`src/rtl/cpu_alu_muldiv.sv`:
```
// Execute-stage ALU with iterative RV32M-style multiply/divide.
// Single-cycle ops register their result at the accept edge. Multiply uses
// shift-add and divide uses restoring division, one bit per cycle. A FIX cycle
// at the end applies the sign correction.
module cpu_alu_muldiv #(
    parameter int XLEN             = 32,
    parameter int TAG_W            = 5,
    parameter int FAST_DIV_SPECIAL = 1
) (
    input  logic             i_clock,
    input  logic             i_reset_n,
    input  logic             i_valid,
    output logic             o_ready,
    input  logic [4:0]       i_op,
    input  logic [XLEN-1:0]  i_op1,
    input  logic [XLEN-1:0]  i_op2,
    input  logic [TAG_W-1:0] i_tag,
    output logic             o_valid,
    input  logic             i_ready,
    output logic [XLEN-1:0]  o_result,
    output logic             o_compare,
    output logic [TAG_W-1:0] o_tag,
    output logic             o_busy
);

    localparam int SH_W  = $clog2(XLEN);
    localparam int CNT_W = $clog2(XLEN);

    localparam logic [4:0] OP_ADD    = 5'd0,  OP_SUB    = 5'd1,  OP_AND  = 5'd2;
    localparam logic [4:0] OP_OR     = 5'd3,  OP_XOR    = 5'd4,  OP_SLL  = 5'd5;
    localparam logic [4:0] OP_SRL    = 5'd6,  OP_SRA    = 5'd7,  OP_SLT  = 5'd8;
    localparam logic [4:0] OP_SLTU   = 5'd9,  OP_EQ     = 5'd10, OP_NE   = 5'd11;
    localparam logic [4:0] OP_GE     = 5'd12, OP_GEU    = 5'd13;
    localparam logic [4:0] OP_MUL    = 5'd16, OP_MULH   = 5'd17, OP_MULHSU = 5'd18;
    localparam logic [4:0] OP_MULHU  = 5'd19, OP_DIV    = 5'd20, OP_DIVU   = 5'd21;
    localparam logic [4:0] OP_REM    = 5'd22, OP_REMU   = 5'd23;

    typedef enum logic [1:0] {S_IDLE, S_MUL, S_DIV, S_FIX} state_t;

    state_t              r_state, w_next_state;
    logic                r_valid, r_compare;
    logic [XLEN-1:0]     r_result;
    logic [TAG_W-1:0]    r_tag_out, r_tag_pend;
    logic [4:0]          r_op;
    logic [CNT_W-1:0]    r_count;
    logic [2*XLEN-1:0]   r_acc;      // MUL: product; DIV: {remainder, quotient}
    logic [2*XLEN-1:0]   r_mcand;    // MUL: shifted multiplicand; DIV: divisor in low word
    logic [XLEN-1:0]     r_mplier;
    logic                r_neg_res, r_neg_rem;

    logic                w_accept, w_is_mul, w_is_div, w_is_cmp, w_fast;
    logic                w_op1_signed, w_op2_signed, w_op1_neg, w_op2_neg;
    logic                w_div_zero, w_div_ovf, w_alu_cmp;
    logic [XLEN-1:0]     w_mag1, w_mag2, w_alu_result, w_special, w_issue_result;
    logic [XLEN-1:0]     w_quo, w_rem, w_fix_result;
    logic [2*XLEN-1:0]   w_prod;
    logic [SH_W-1:0]     w_shamt;

    // One restoring-division step: shift in the next dividend bit, subtract if it fits.
    function automatic logic [2*XLEN-1:0] div_step(input logic [2*XLEN-1:0] acc,
                                                   input logic [XLEN-1:0]   dvsr);
        logic [XLEN:0]   shifted;
        logic [XLEN-1:0] diff;
        logic            fits;
        shifted = {acc[2*XLEN-1:XLEN], acc[XLEN-1]};
        fits    = shifted >= {1'b0, dvsr};
        // Difference is below the divisor when it fits, so the low word is exact.
        diff    = shifted[XLEN-1:0] - dvsr;
        return {fits ? diff : shifted[XLEN-1:0], acc[XLEN-2:0], fits};
    endfunction

    assign o_ready   = (r_state == S_IDLE) && (!r_valid || i_ready);
    assign o_busy    = (r_state != S_IDLE);
    assign o_valid   = r_valid;
    assign o_result  = r_result;
    assign o_compare = r_compare;
    assign o_tag     = r_tag_out;

    assign w_accept = i_valid && o_ready;
    assign w_is_mul = (i_op[4:2] == 3'b100);
    assign w_is_div = (i_op[4:2] == 3'b101);
    assign w_is_cmp = (i_op >= OP_SLT) && (i_op <= OP_GEU);
    assign w_shamt  = i_op2[SH_W-1:0];

    // Operand sign handling: iterate on magnitudes, correct the sign in FIX.
    assign w_op1_signed = (i_op == OP_MULH) || (i_op == OP_MULHSU) || (i_op == OP_DIV) || (i_op == OP_REM);
    assign w_op2_signed = (i_op == OP_MULH) || (i_op == OP_DIV) || (i_op == OP_REM);
    assign w_op1_neg    = w_op1_signed && i_op1[XLEN-1];
    assign w_op2_neg    = w_op2_signed && i_op2[XLEN-1];
    assign w_mag1       = w_op1_neg ? -i_op1 : i_op1;
    assign w_mag2       = w_op2_neg ? -i_op2 : i_op2;

    assign w_div_zero = (i_op2 == '0);
    assign w_div_ovf  = ((i_op == OP_DIV) || (i_op == OP_REM)) &&
                        (i_op1 == {1'b1, {(XLEN-1){1'b0}}}) && (i_op2 == '1);
    assign w_fast     = (FAST_DIV_SPECIAL != 0) && w_is_div && (w_div_zero || w_div_ovf);
    // op[1] separates REM/REMU from DIV/DIVU.
    assign w_special  = w_div_zero ? (i_op[1] ? i_op1 : '1) : (i_op[1] ? '0 : i_op1);

    // Single-cycle ALU and compare unit.
    always_comb begin
        // NOTE: every output gets a default first so no path can infer a latch.
        w_alu_result = '0;
        w_alu_cmp    = 1'b0;
        case (i_op)
            OP_ADD:  w_alu_result = i_op1 + i_op2;
            OP_SUB:  w_alu_result = i_op1 - i_op2;
            OP_AND:  w_alu_result = i_op1 & i_op2;
            OP_OR:   w_alu_result = i_op1 | i_op2;
            OP_XOR:  w_alu_result = i_op1 ^ i_op2;
            OP_SLL:  w_alu_result = i_op1 << w_shamt;
            OP_SRL:  w_alu_result = i_op1 >> w_shamt;
            OP_SRA:  w_alu_result = $unsigned($signed(i_op1) >>> w_shamt);
            OP_SLT:  w_alu_cmp    = $signed(i_op1) < $signed(i_op2);
            OP_SLTU: w_alu_cmp    = i_op1 < i_op2;
            OP_EQ:   w_alu_cmp    = i_op1 == i_op2;
            OP_NE:   w_alu_cmp    = i_op1 != i_op2;
            OP_GE:   w_alu_cmp    = $signed(i_op1) >= $signed(i_op2);
            OP_GEU:  w_alu_cmp    = i_op1 >= i_op2;
            default: ;
        endcase
        if (w_is_cmp) w_alu_result = {{(XLEN-1){1'b0}}, w_alu_cmp};
    end

    assign w_issue_result = w_fast ? w_special : w_alu_result;

    // Sign correction and word select for the finished iterative result.
    always_comb begin
        w_prod       = r_neg_res ? -r_acc : r_acc;
        w_quo        = r_neg_res ? -r_acc[XLEN-1:0] : r_acc[XLEN-1:0];
        w_rem        = r_neg_rem ? -r_acc[2*XLEN-1:XLEN] : r_acc[2*XLEN-1:XLEN];
        w_fix_result = '0;
        case (r_op)
            OP_MUL:                       w_fix_result = w_prod[XLEN-1:0];
            OP_MULH, OP_MULHSU, OP_MULHU: w_fix_result = w_prod[2*XLEN-1:XLEN];
            OP_DIV, OP_DIVU:              w_fix_result = w_quo;
            OP_REM, OP_REMU:              w_fix_result = w_rem;
            default: ;
        endcase
    end

    // State register.
    always_ff @(posedge i_clock or negedge i_reset_n) begin
        // NOTE: sequential state is written with non-blocking assignments only.
        if (!i_reset_n) r_state <= S_IDLE;
        else            r_state <= w_next_state;
    end

    // Next-state logic. The accept edge performs the first iteration, so MUL/DIV
    // run XLEN-1 more cycles before FIX.
    always_comb begin
        w_next_state = r_state;
        case (r_state)
            S_IDLE: if (w_accept) begin
                if (w_is_mul)                  w_next_state = S_MUL;
                else if (w_is_div && !w_fast)  w_next_state = S_DIV;
            end
            S_MUL, S_DIV: if (r_count == CNT_W'(XLEN-2)) w_next_state = S_FIX;
            S_FIX:   w_next_state = S_IDLE;
            default: w_next_state = S_IDLE;
        endcase
    end

    // Datapath: capture at accept, iterate, and register results.
    always_ff @(posedge i_clock or negedge i_reset_n) begin
        if (!i_reset_n) begin
            // NOTE: the iteration registers are reset too, so an abort leaves no stale partial result.
            r_valid    <= 1'b0;
            r_result   <= '0;
            r_compare  <= 1'b0;
            r_tag_out  <= '0;
            r_tag_pend <= '0;
            r_op       <= '0;
            r_count    <= '0;
            r_acc      <= '0;
            r_mcand    <= '0;
            r_mplier   <= '0;
            r_neg_res  <= 1'b0;
            r_neg_rem  <= 1'b0;
        end else begin
            if (r_valid && i_ready) r_valid <= 1'b0;
            case (r_state)
                S_IDLE: if (w_accept) begin
                    r_op       <= i_op;
                    r_tag_pend <= i_tag;
                    r_count    <= '0;
                    if (w_is_mul) begin
                        r_acc     <= w_mag2[0] ? {{XLEN{1'b0}}, w_mag1} : '0;
                        r_mcand   <= {{(XLEN-1){1'b0}}, w_mag1, 1'b0};
                        r_mplier  <= w_mag2 >> 1;
                        r_neg_res <= w_op1_neg ^ w_op2_neg;
                    end else if (w_is_div && !w_fast) begin
                        r_acc     <= div_step({{XLEN{1'b0}}, w_mag1}, w_mag2);
                        r_mcand   <= {{XLEN{1'b0}}, w_mag2};
                        // Divide by zero keeps the all-ones quotient unnegated.
                        r_neg_res <= (w_op1_neg ^ w_op2_neg) && !w_div_zero;
                        r_neg_rem <= w_op1_neg;
                    end else begin
                        r_valid   <= 1'b1;
                        r_result  <= w_issue_result;
                        r_compare <= w_is_cmp && w_alu_cmp;
                        r_tag_out <= i_tag;
                    end
                end
                S_MUL: begin
                    r_acc    <= r_acc + (r_mplier[0] ? r_mcand : '0);
                    r_mcand  <= r_mcand << 1;
                    r_mplier <= r_mplier >> 1;
                    r_count  <= r_count + CNT_W'(1);
                end
                S_DIV: begin
                    r_acc   <= div_step(r_acc, r_mcand[XLEN-1:0]);
                    r_count <= r_count + CNT_W'(1);
                end
                S_FIX: begin
                    r_valid   <= 1'b1;
                    r_result  <= w_fix_result;
                    r_compare <= 1'b0;
                    r_tag_out <= r_tag_pend;
                end
                default: ;
            endcase
        end
    end

endmodule

```
`config.mk`:
```
export PLATFORM = sky130hd
export DESIGN_NAME = cpu_alu_muldiv
export DESIGN_NICKNAME = d
export VERILOG_FILES = /design/src/rtl/cpu_alu_muldiv.sv
export SDC_FILE = /design/constraint.sdc
export NUM_CORES = 2
export LEC_CHECK = 0
export ABC_AREA = 1
export CORE_MARGIN = 1.5
export CORE_UTILIZATION = 62
export DETAILED_ROUTE_END_ITERATION = 7
export PLACE_DENSITY = 0.81
export SKIP_CTS_REPAIR_TIMING = 1
export SYNTH_ARGS = -nofsm -noshare
export SYNTH_HDL_FRONTEND = slang
export SYNTH_SLANG_ARGS = --single-unit
export TNS_END_PERCENT = 30
```
`constraint.sdc`:
```
create_clock -name i_clock -period 5.1 [get_ports i_clock]
set_input_delay 1.02 -clock i_clock [delete_from_list [all_inputs] [get_ports i_clock]]
set_output_delay 1.02 -clock i_clock [all_outputs]
set_load 0.02 [all_outputs]
```
==> results.cfg, run 1 <==
[clocking]
cts_made_buffers = 27
cts.htree.levels = 1
cts.sinks = 217
cts_root_buf = clkbuf_16
cts.path.max_buffers = 3

[status]
status = aborted with a tool error
stop_stage = 5_1_grt
stop_error = [ERROR GRT-0116] Global routing finished with congestion. Check the congestion regions in the DRC Viewer.

[die]
start_util_pct = 62.9
die_x_um = 234
num_rows = 84
die_h_um = 234
pin_count = 119

[logic_synthesis]
synth_fp_nets = 6226
synth-async-reset-ratio_pct = 100
syn_avg_cell_area_sq_um = 5.59
synth-main-ff-cell = dfrtp_1
yosysSeqAreaShare_pct = 16.4
synth_edf_count = 0
yosys_warnings = 0
mappedNetlistArea_sq_mm = 0.0332
syn_inst = 5931
yosysUniqueCellTypes = 62
ys_ff_latch = 217

[global_route]
grt_pass1_wl_um = 275000
grt_pass1_vias = 43447
grt_start_max_net_pins = 98
grt_overflow = 17
track_usage_pct = 67.3

[placement]
dpl.cell_count = 6650
hpwl_um = 141000
finalWeightedCongestion = 1.38
io_buffers = 118
place_ws_ps = 330
## synth_stat cells (all sizes together), types with 65 or more instances
cell	number	area, sq um
nand3	519	2640
nor3	91	465
nor2	685	2630
o21ai	604	3030
nand2	1613	6090
o211ai	65	493
inv	759	2850
a21oi	386	1940
buf	69	347
nand4	85	532
dfrtp	217	5430
clkbuf	167	627
ha	213	2670
o22ai	91	569
## routing by layer
metal,GRT usage (%),overflow
met1,72.4,0
met2,86.8,10
met3,43.2,0
met4,64.0,7
met5,8.75,0
## cells by family after synthesis
group	after synthesis	synth area share (%)
simple gates	3070	38.8
compound gates	1341	22.7
buf+inv	1004	11.7
fa+ha+maj	217	8.28
flops	217	16.4
xor+xnor	69	1.82
mux	13	0.392
## metrics by stage
stage / area [sq um] / hold slack [ps] / utilization [%]
after detailed placement: 35400 / 464 / 67.1
after floorplan: 33200 / 444 / -
after global placement: 35400 / 458 / 67.1
after CTS: 36400 / 450 / 68.9
==> run 2: changes to the inputs <==
--- a/config.mk
+++ b/config.mk
@@ -7,9 +7,9 @@
 export LEC_CHECK = 0
 export ABC_AREA = 1
 export CORE_MARGIN = 1.5
-export CORE_UTILIZATION = 62
+export CORE_UTILIZATION = 40
 export DETAILED_ROUTE_END_ITERATION = 7
-export PLACE_DENSITY = 0.81
+export PLACE_DENSITY_LB_ADDON = 0.15
 export SKIP_CTS_REPAIR_TIMING = 1
 export SYNTH_ARGS = -nofsm -noshare
 export SYNTH_HDL_FRONTEND = slang
==> results.cfg, run 2 <==
[status]
status = finished clean

[power]
vdd_drop_max_uv = 389
power_leakage_nw = 18.3
power_density_mw_per_mm2 = 550

[finish]
final_core_util_pct = 45.8
area_delta_synth_final_pct = 13.3
layout.nets = 6368
drive_above_1_share_pct = 5.87
most-common-layout-cells = nand2_1 (1607), inv_1 (751), nor2_1 (668)
final_common_cell = nand2_1
fillerInstances = 9153
final_cells = 7171

[sta]
worstMarginPinSlew_ps = 1210
worst_slack_ps = 582
min_period_ps = 4520
hold_violations = 0
slew_headroom_pct = 18.9
max_freq_mhz = 221
post-route-period-util_pct = 88.6
finalSetupViolCount = 0
grt_setup_unrepaired = no
finClkSkew_ps = 64.9
hold_ws_ps = 393
drv_slew = 0
tns_ps = 0

[detailed_routing]
drc = 0
wl_um = 214000
vias = 44809
drt_iter0_drc = 7090
wl_per_cell_um = 29.8
viasPerCell = 6.25
first_pass_iters = 7
drt.antenna.violating_nets = 0

[logic_synthesis]
ys_ff_latch = 217
yosysSeqAreaShare_pct = 16.4
yosysTopAreaCell = nand2_1
synth_edf_count = 0
syn_inst = 5931
synth-main-ff-cell = dfrtp_1
synth.area.top_cells = nand2_1 (18%), dfrtp_1 (16%), o21ai_0 (9.0%), inv_1 (8.5%), ha_1 (8.0%)
mappedNetlistArea_sq_mm = 0.0332
synth.top_cells.by_count = nand2_1 (1607), inv_1 (753), nor2_1 (671)
synth_fp_nets = 6226
synth.top_cell.area_share_pct = 18.2
syn_avg_cell_area_sq_um = 5.59
synth-async-reset-ratio_pct = 100
yosysUniqueCellTypes = 62
yosys_warnings = 0
yosysMostFrequentCell = nand2_1

[worst_setup_path]
crit_fanout = 6
worst-endpoint-required_ps = 5680
setup.worst_path.class = input pin to flop
crit_start = i_op1[2]
cp-end-kind = flop
crit_path_start_kind = input pin
cp.arrival_ps = 5090
rr_startpoint = r_acc[1]

[placement]
hpwl_um = 177000
io_buffers = 118
place_ws_ps = 130
dpl.cell_count = 7111
finalWeightedCongestion = 1.15

[clocking]
clk-insertion-delay-late_ps = 650
clkTransAtPathRegs_ps = 60
cts_made_buffers = 30
cts_tree = done
cts.htree.levels = 1
cts.sinks = 217
cts_root_buf = clkbuf_16
cts.path.max_buffers = 3

[global_route]
track_usage_pct = 48.4
grt_overflow = 0
grt_pass1_vias = 41497
grt_start_max_net_pins = 97
grt_pass1_wl_um = 298000
grt_antenna_before_repair = 10

[die]
start_util_pct = 40.4
pin_count = 119
die_h_um = 291
die_area_sq_mm = 0.0846
die_x_um = 291
num_rows = 105
core_region_area_sq_mm = 0.0821

[hold_path]
hold_class = input pin to async pin

[run]
drv_cap = 0
==> run 2: cell counts after synthesis <==
No cell type changed its count.
==> run 2: cell type report <==
class	count	area [sq um]	share of cell area (%)
multi-input cells	4710	23900	63.7
well taps	1070	1340	3.56
inverters	768	2900	7.71
clock buffers	42	836	2.22
clock inverters	12	159	0.423
flip-flops and latches	217	5430	14.5
repair buffers	346	2980	7.93
diodes	6	15.0	0.0400
==> run 2: path summary, 6_finish.rpt <==
| check | endpoint | slack [ps] | depth (start not counted) |
|---|---|---|---|
| worst max-delay path | r_acc[59] | 580 | 23 |
| worst min-delay path | r_mcand[44] | 390 | 1 |
| worst max register to register | o_result[24] | 1180 | 13 |
| worst min register to register | r_mplier[19] | 480 | 2 |
| max in group asynchronous | r_mplier[0] | 3570 | 2 |
| min in group i_clock | r_mplier[19] | 480 | 2 |
==> run 2: cell families after synthesis <==
| logic type | share of synthesized area [%] |
|---|---|
| compound gates | 22.7 |
| xor+xnor | 1.82 |
| flops | 16.4 |
| simple gates | 38.8 |
| mux | 0.392 |
| buf+inv | 11.7 |
| fa+ha+maj | 8.28 |
==> run 2: critical path, stage by stage <==
cell             delay, ps
clkdlybuf4s50_1        410
inv_1                  150
nand3_1                160
nor4_1                 320
buf_4                  200
nand3_1                280
inv_1                  180
nand2_1                110
o21ai_0                220
nand2_1                140
ha_1                   220
inv_1                   60
ha_1                   130
nand2_1                 60
nor2_1                 140
o21ai_1                100
nor2_2                 190
nand3_2                130
nor2_2                 190
nand2_1                370
nand3_1                180
nand2_1                 60
inv_1                   60
==> run 2: metal layers <==
| metal | share of wire [%] | routed length, um | vias up | GRT usage (%) |
|---|---|---|---|---|
| li1 | - | - | 19944 | - |
| met1 | 36 | 77600 | 20592 | 57.0 |
| met2 | 41 | 88000 | 3315 | 73.2 |
| met3 | 11 | 23700 | 950 | 11.9 |
| met4 | 11 | 24100 | 8 | 43.0 |
| met5 | 0.024 | 52 | - | 0 |
==> run 2: where the power goes <==
| group | total (mW) | switching, mW | leakage [nW] | internal (mW) |
|---|---|---|---|---|
| Combinational | 14.8 | 10.7 | 15.0 | 4.18 |
| Clock | 2.22 | 0.933 | 0.482 | 1.29 |
| Sequential | 3.61 | 1.08 | 2.79 | 2.53 |
==> run 2: through the flow <==
stage | power, mW | area, sq um
2_1_floorplan | 11.9 | 33200
3_3_place_gp | 17.7 | 36600
4_1_cts | 20.0 | 37600
6_report | 20.7 | 37600
5_1_grt | 21.7 | 37600
3_5_place_dp | 17.7 | 36600
Note: power is estimated with default switching activity, not from simulation.
